===== config.mk =====
export PLATFORM = sky130hd
export DESIGN_NAME = button_debouncer
export DESIGN_NICKNAME = d
export VERILOG_FILES = /design/src/rtl/sync_2ff.sv /design/src/rtl/button_debouncer.sv
export SDC_FILE = /design/constraint.sdc
export NUM_CORES = 1
export LEC_CHECK = 0
export CORE_ASPECT_RATIO = 1.2
export CORE_UTILIZATION = 35
export CTS_CLUSTER_DIAMETER = 150
export DETAILED_ROUTE_END_ITERATION = 10
export HOLD_SLACK_MARGIN = 0.1
export PLACE_DENSITY_LB_ADDON = 0.12
export SYNTH_ARGS = -nofsm -noshare
export SYNTH_HDL_FRONTEND = slang
export SYNTH_SLANG_ARGS = --single-unit

===== constraint.sdc =====
create_clock -name clk -period 2.7 [get_ports clk]
set_clock_uncertainty 0.2 [all_clocks]
set_input_delay 0.54 -clock clk [delete_from_list [all_inputs] [get_ports clk]]
set_output_delay 0.54 -clock clk [all_outputs]
set_load 0.1 [all_outputs]

===== src/rtl/sync_2ff.sv =====
// rtl/sync_2ff.sv - two-flop synchronizer for an asynchronous single-bit input
module sync_2ff #(
  parameter logic RESET_VAL = 1'b0
) (
  input  logic clk,
  input  logic rstn,
  input  logic d,
  output logic q
);

  logic s1;

  // Only s1 may sample the asynchronous input; q is the first safe point to read.
  always_ff @(posedge clk) begin
    if (!rstn) begin
      s1 <= RESET_VAL;
      q  <= RESET_VAL;
    end else begin
      s1 <= d;
      q  <= s1;
    end
  end

endmodule


===== src/rtl/button_debouncer.sv =====
// rtl/button_debouncer.sv - debounced push-button level with press/release/long-press strobes
module button_debouncer #(
  parameter int unsigned CLK_HZ        = 27000000,
  parameter int unsigned DEBOUNCE_MS   = 20,
  parameter int unsigned LONG_PRESS_MS = 1000,
  parameter logic        ACTIVE_LEVEL  = 1'b0
) (
  input  logic clk,
  input  logic rstn,
  input  logic btn_in,
  output logic btn_level,
  output logic press_stb,
  output logic release_stb,
  output logic long_stb,
  output logic long_held
);

  localparam int unsigned DEB_PROD  = CLK_HZ / 1000 * DEBOUNCE_MS;
  localparam int unsigned LONG_PROD = CLK_HZ / 1000 * LONG_PRESS_MS;
  localparam logic [31:0] DEB_TC    = (DEB_PROD == 0) ? 32'd1 : 32'(DEB_PROD);
  localparam logic [31:0] LONG_TC   = (LONG_PROD == 0) ? 32'd1 : 32'(LONG_PROD);

  typedef enum logic [1:0] {
    ST_RELEASED = 2'd0,
    ST_PRESSED  = 2'd1,
    ST_HELD     = 2'd2
  } state_t;

  logic        s2;
  logic        p;
  logic        commit;
  logic [31:0] deb_cnt;
  logic [31:0] hold_cnt, hold_d;
  state_t      state, state_d;
  logic        press_d, release_d, long_d, held_d;

  sync_2ff #(.RESET_VAL(~ACTIVE_LEVEL)) u_sync (
    .clk  (clk),
    .rstn (rstn),
    .d    (btn_in),
    .q    (s2)
  );

  assign p      = (s2 == ACTIVE_LEVEL);
  assign commit = (p != btn_level) && (deb_cnt == DEB_TC - 32'd1);

  // Any cycle agreeing with the current level restarts the count.
  always_ff @(posedge clk) begin
    if (!rstn) begin
      deb_cnt   <= 32'd0;
      btn_level <= 1'b0;
    end else if (p == btn_level) begin
      deb_cnt <= 32'd0;
    end else if (commit) begin
      btn_level <= p;
      deb_cnt   <= 32'd0;
    end else begin
      deb_cnt <= deb_cnt + 32'd1;
    end
  end

  // Release is tested before the long-press threshold so it wins a same-cycle race.
  always_comb begin
    state_d   = state;
    hold_d    = hold_cnt;
    press_d   = 1'b0;
    release_d = 1'b0;
    long_d    = 1'b0;
    held_d    = long_held;
    case (state)
      ST_RELEASED: begin
        if (commit && p) begin
          state_d = ST_PRESSED;
          press_d = 1'b1;
          hold_d  = 32'd0;
        end
      end
      ST_PRESSED: begin
        if (commit && !p) begin
          state_d   = ST_RELEASED;
          release_d = 1'b1;
        end else if (hold_cnt == LONG_TC - 32'd1) begin
          state_d = ST_HELD;
          long_d  = 1'b1;
          held_d  = 1'b1;
        end else begin
          hold_d = hold_cnt + 32'd1;
        end
      end
      ST_HELD: begin
        if (commit && !p) begin
          state_d   = ST_RELEASED;
          release_d = 1'b1;
          held_d    = 1'b0;
        end
      end
      default: state_d = ST_RELEASED;
    endcase
  end

  always_ff @(posedge clk) begin
    if (!rstn) begin
      state       <= ST_RELEASED;
      hold_cnt    <= 32'd0;
      press_stb   <= 1'b0;
      release_stb <= 1'b0;
      long_stb    <= 1'b0;
      long_held   <= 1'b0;
    end else begin
      state       <= state_d;
      hold_cnt    <= hold_d;
      press_stb   <= press_d;
      release_stb <= release_d;
      long_stb    <= long_d;
      long_held   <= held_d;
    end
  end

endmodule


==> results of run 1 <==
## per-layer routing
layer,GRT usage (%),vias up,wire length [µm]
met5,0,-,0
met3,4.39,15,225
met1,22.4,1743,4680
met4,8.28,0,201
li1,-,1848,-
met2,33.3,34,5200
## synth_stat cells, types with 3 or more instances
cell type  number
a21oi_1        32
a31oi_1         4
and2_1          5
and3_1         13
and4_1          3
buf_2           4
clkbuf_1       14
dfxtp_1        73
ha_1            5
inv_1           9
nand2_1        36
nand2b_1        5
nand3_1        32
nand4_1        24
nor2_1         45
nor3_1         11
nor3_2          3
nor4_1         16
o21a_1          8
o21ai_0        26
o221a_2         5
o22ai_1         7
or3_1          15
or4_1          14
xnor2_1         9
xor2_1         19
## final cells by class
type	instances	area share [%]
Timing Repair Buffer	49	8.80
Sequential cell	73	31.4
Clock inverter	4	1.66
Clock buffer	12	5.07
Tap cell	129	3.46
Inverter	10	0.805
Multi-Input combinational cell	369	48.8
## kinds of logic after synthesis
| logic type | Yosys count | share of synthesized area (%) |
|---|---|---|
| DFF | 73 | 37.9 |
| buffers and inverters | 30 | 3.34 |
| adders and majority gates | 5 | 1.62 |
| xor gates and xnor gates | 28 | 6.36 |
| AOI/OAI and AO/OA | 93 | 15.1 |
| and+or+nand+nor | 243 | 35.6 |
## stage by stage
step	hold WS, ns	cell area [µm²]	setup WS [ns]	utilization, %	cells
6_report	0.223	4660	0.0831	43.9	646
5_1_grt	0.236	4660	0.00577	43.9	646
4_1_cts	0.231	4640	0.0110	43.7	645
3_5_place_dp	0.215	4330	-0.00411	40.8	629
3_3_place_gp	0.195	4330	0.0660	40.8	629
2_1_floorplan	0.186	3850	0.209	-	472
## where the power goes
group,internal [mW],switching (mW),total (mW),leakage [nW]
logic,0.00851,0.0210,0.0295,0.831
clock network,0.814,0.466,1.28,0.151
registers,1.08,0.00151,1.08,0.589
total,1.90,0.488,2.39,1.57
## path summary, 6_finish.rpt
check,from,endpoint,cells after the start,slack (ns)
hold reg to reg,u_sync.s1,u_sync.q,1,0.22
hold / removal,u_sync.s1,u_sync.q,1,0.22
setup / recovery,hold_cnt[7],state[0],7,0.08
setup reg to reg,hold_cnt[7],state[0],7,0.08
## repair_timing
item / CTS / global route
setup endpoints to repair: 0 / 21
endpoints found under the hold margin: 0 / 0
resized for setup: 0 / 3
setup buffers: 0 / 1
==> results.json, run 1 <==
{
  "status": "finished clean",
  "finalMaxSlewViolations": 0,
  "core_area_mm2": 0.0106,
  "fin_crit_ns": 2.62,
  "layout_commonest_cell": "dfxtp_1",
  "yosysSeqAreaShare_pct": 37.9,
  "register_area_mm2": 0.00146,
  "areaGrowthSynthToFinish_pct": 20.9,
  "reg_top3": "deb_cnt: 32 flops, hold_cnt: 32 flops, state: 2 flops",
  "slowest_stage": "or4_1",
  "cts_max_level": 3,
  "holdBufCountCts": 0,
  "path_class": "reg2reg",
  "cts_buffers": 9,
  "final_cell_mix": "dfxtp_1 (72), nor2_1 (45), buf_4 (44), nand2_1 (36)",
  "io_buffers": 7,
  "tightest_slew_ns": 0.518,
  "synth_nets": 480,
  "synth.cell_area_mm2": 0.00385,
  "postRouteAntennaNets": 0,
  "synth_top_area_cell": "dfxtp_1",
  "drc_errors": 0,
  "multi_input_area_mm2": 0.00228,
  "leakage_nw": 1.57,
  "async_flop_share_pct": 0,
  "grt_overflow_total": 0,
  "crit_arrival_ns": 2.70,
  "cp_max_fo": 8,
  "drt-total-wl_mm": 10.3,
  "finalNetCount": 520,
  "setup_tns_ns": 0,
  "diodes": 0,
  "grt_util_all_layers_pct": 19.0,
  "rsz0062_at_grt": "false",
  "io_pins": 8,
  "path_buf_inv": 1,
  "cts_tree": "built",
  "synth_flop_cell": "dfxtp_1",
  "synth-edff-count": 0,
  "cts_root_buf": "clkbuf_16",
  "netlist_top_cells_area": "dfxtp_1 (38%), nor2_1 (4.4%), xor2_1 (4.3%)",
  "setup_viol": 0,
  "dr.pass1.iters": 4,
  "netlist-cell-type-count": 55,
  "drive_gt1_share_pct": 15.9,
  "pwr_density_cell_mw_per_mm2": 513,
  "antenna_found_initial": 0,
  "initial_utilization_pct": 36.3,
  "vias_per_cell": 5.63,
  "rows": 41,
  "gp_congestion": 0.810,
  "grt_pass1_wl_mm": 17.2,
  "die_area_mm2": 0.0114,
  "cap_viol_max_count": 0,
  "clkSinkCount": 73,
  "grt_max_degree": 33,
  "syn-instance-count": 472,
  "worstSetupStartpointType": "flip-flop",
  "die_y_um": 117,
  "routedWlPerCell_um": 16.0,
  "synth_top_cell_area_share_pct": 37.9,
  "syn_avg_cell_area_um2": 8.17,
  "clk_latency_ns": 0.33,
  "fin_total_pwr_mw": 2.39,
  "slew_headroom_pct": 65.4,
  "hold_violations": 0,
  "slowest_delay_ns": 0.45,
  "clock_path_buffers": 2,
  "finalCritPeriodShare_pct": 96.9,
  "crit_path_end_kind": "flip-flop",
  "num_vias": 3640,
  "dr.first_iter.drc_count": 148,
  "clk_pin_slew_worst_paths_ns": 0.06,
  "fill_cells": 1090,
  "path_cells": "or4b_1 -> or4_1 -> or3_4 -> buf_4 -> and3_4 -> nor4_2 -> o221a_2",
  "yosysWarnings": 0,
  "worst_ir_drop_vdd_mv": 0.286,
  "grt_pass1_vias": 3509,
  "timing.fmax_ghz": 0.382,
  "hold_class": "reg2reg",
  "die_x_um": 97.8,
  "required_ns": 2.78,
  "ys_ff_latch": 73,
  "critPathTopFamily": "simple AND/OR/NAND/NOR gates",
  "dp_hpwl_mm": 7.24
}
Power figures use the tool's default switching activity.
==> inputs of run 2 (changes only) <==
--- a/config.mk
+++ b/config.mk
@@ -5,6 +5,7 @@
 export SDC_FILE = /design/constraint.sdc
 export NUM_CORES = 1
 export LEC_CHECK = 0
+export CAP_MARGIN = 40
 export CORE_ASPECT_RATIO = 1.2
 export CORE_UTILIZATION = 35
 export CTS_CLUSTER_DIAMETER = 150
==> results of run 2 <==
The final DEF is identical to that of run 1; final timing and power are the same.
==> inputs of run 3 (changes only) <==
--- a/config.mk
+++ b/config.mk
@@ -11,6 +11,7 @@
 export CTS_CLUSTER_DIAMETER = 150
 export DETAILED_ROUTE_END_ITERATION = 10
 export HOLD_SLACK_MARGIN = 0.1
+export MAX_ROUTING_LAYER = met4
 export PLACE_DENSITY_LB_ADDON = 0.12
 export SYNTH_ARGS = -nofsm -noshare
 export SYNTH_HDL_FRONTEND = slang
==> run 3 against run 2 <==
Against the previous run: die area is the same; first-iteration DRC count down 5.4%; clock power barely moved; combinational power about the same; design area stayed put; final cell count did not move; sequential share of layout area stayed put.
==> results.json, run 3 (same netlist as run 1, synthesis figures left out) <==
{
  "status": "finished clean",
  "io_pins": 8,
  "routedWlPerCell_um": 15.9,
  "r2r_cells": 7,
  "rsz0062_at_grt": "false",
  "io_buffers": 7,
  "drive_gt1_share_pct": 15.9,
  "crit_arrival_ns": 2.70,
  "drc_errors": 0,
  "antenna_found_initial": 0,
  "finalNetCount": 520,
  "hold_violations": 0,
  "dp_hpwl_mm": 7.24,
  "cp_max_fo": 8,
  "num_vias": 3628,
  "cts_max_level": 3,
  "cp-startpoint": "hold_cnt[7]",
  "grt_util_all_layers_pct": 19.5,
  "register_area_mm2": 0.00146,
  "cts_buffers": 9,
  "finalCritPeriodShare_pct": 97.1,
  "dr.first_iter.drc_count": 140,
  "path_class": "reg2reg",
  "clk_pin_slew_worst_paths_ns": 0.06,
  "r2r-end": "state[0]",
  "cts_root_buf": "clkbuf_16",
  "required_ns": 2.78,
  "diodes": 0,
  "core_area_mm2": 0.0106,
  "layout_commonest_cell": "dfxtp_1",
  "finish.utilization_pct": 43.9,
  "dr.pass1.iters": 4,
  "reg_top3": "deb_cnt: 32 flops, hold_cnt: 32 flops, state: 2 flops",
  "timing.fmax_ghz": 0.381,
  "finalMaxSlewViolations": 0,
  "grt_max_degree": 33,
  "tightest_slew_ns": 0.514,
  "setup_viol": 0,
  "grt_pass1_wl_mm": 17.2,
  "rows": 41,
  "fin_area_mm2": 0.00466,
  "grt_overflow_total": 0,
  "rrSetupSlack_ns": 0.08,
  "clkSinkCount": 73,
  "crit_path_end_kind": "flip-flop",
  "die_x_um": 97.8,
  "fin_crit_ns": 2.62,
  "gp_congestion": 0.822,
  "worst_ir_drop_vdd_mv": 0.283,
  "whs_ns": 0.224,
  "leakage_nw": 1.57,
  "final_cell_mix": "dfxtp_1 (72), nor2_1 (45), buf_4 (44), nand2_1 (36)",
  "hold_class": "reg2reg",
  "r2r_start": "hold_cnt[7]",
  "clock_path_buffers": 2,
  "initial_utilization_pct": 36.3,
  "critPathCapture": "state[0]",
  "die_area_mm2": 0.0114,
  "clk_latency_ns": 0.33,
  "worstSetupStartpointType": "flip-flop",
  "cap_viol_max_count": 0,
  "grt_pass1_vias": 3507,
  "multi_input_area_mm2": 0.00228,
  "areaGrowthSynthToFinish_pct": 20.9,
  "vias_per_cell": 5.62,
  "die_y_um": 117,
  "drt-total-wl_mm": 10.3,
  "cts_tree": "built",
  "slew_headroom_pct": 65.7,
  "placed_cell_area_mm2": 0.00433,
  "pwr_density_cell_mw_per_mm2": 512,
  "fill_cells": 1090,
  "postRouteAntennaNets": 0
}
==> run 3: cell counts in the layout (fill, tap and decap cells not counted) <==
No cell type changed its count.
==> run 3: what timing repair did <==
item | CTS | global route
hold buffers | 0 | 0
endpoints found under the setup margin | 0 | 22
buffers inserted | 0 | 1
gates resized for setup | 0 | 3
==> run 3: per-stage QoR <==
step / setup TNS [ns] / total power, mW / setup slack, ns / cells
floorplan: 0 / 1.12 / 0.209 / 472
global placement: 0 / 1.13 / 0.0660 / 629
detailed placement: -0.00411 / 1.13 / -0.00411 / 629
CTS: 0 / 2.42 / 0.0110 / 645
global route: 0 / 2.47 / 0.00577 / 646
finish: 0 / 2.38 / 0.0780 / 646
==> run 3: final cells by class <==
class	count	share of cell area, %
repair buffers	49	8.80
inverters	10	0.805
clock buffers	12	5.07
clock inverters	4	1.66
well taps	129	3.46
multi-input cells	369	48.8
flip-flops and latches	73	31.4
==> run 3: worst min-delay path by stage <==
stage               startpoint        to  slack (ns)  depth (start not counted)
floorplan            u_sync.s1  u_sync.q        0.19                          1
global placement     u_sync.s1  u_sync.q        0.20                          1
detailed placement   u_sync.s1  u_sync.q        0.22                          1
CTS                  u_sync.s1  u_sync.q        0.23                          1
global route         u_sync.s1  u_sync.q        0.24                          1
finish               u_sync.s1  u_sync.q        0.22                          1
==> run 3: report_power, final <==
part	total, mW	internal (mW)	leakage [nW]	switching [mW]
Clock	1.28	0.814	0.151	0.462
Combinational	0.0292	0.00851	0.831	0.0207
Sequential	1.08	1.08	0.589	0.00151
==> run 3: critical path: stages (launching register included) <==
cell and delay (ns):
dfxtp_2 0.38, or4b_1 0.43, or4_1 0.46, or3_4 0.38, buf_4 0.18, and3_4 0.18, nor4_2 0.15, o221a_2 0.22
==> run 3: layer usage <==
layer  GRT usage, %  up-vias  routed length (µm)  part of all wire (%)
li1               -     1848                   -                     -
met2           33.2       39                5140                    50
met5              -        -                   0                     0
met4           9.19        0                 197                   1.9
met3           3.50       15                 219                   2.1
met1           22.6     1726                4720                    46
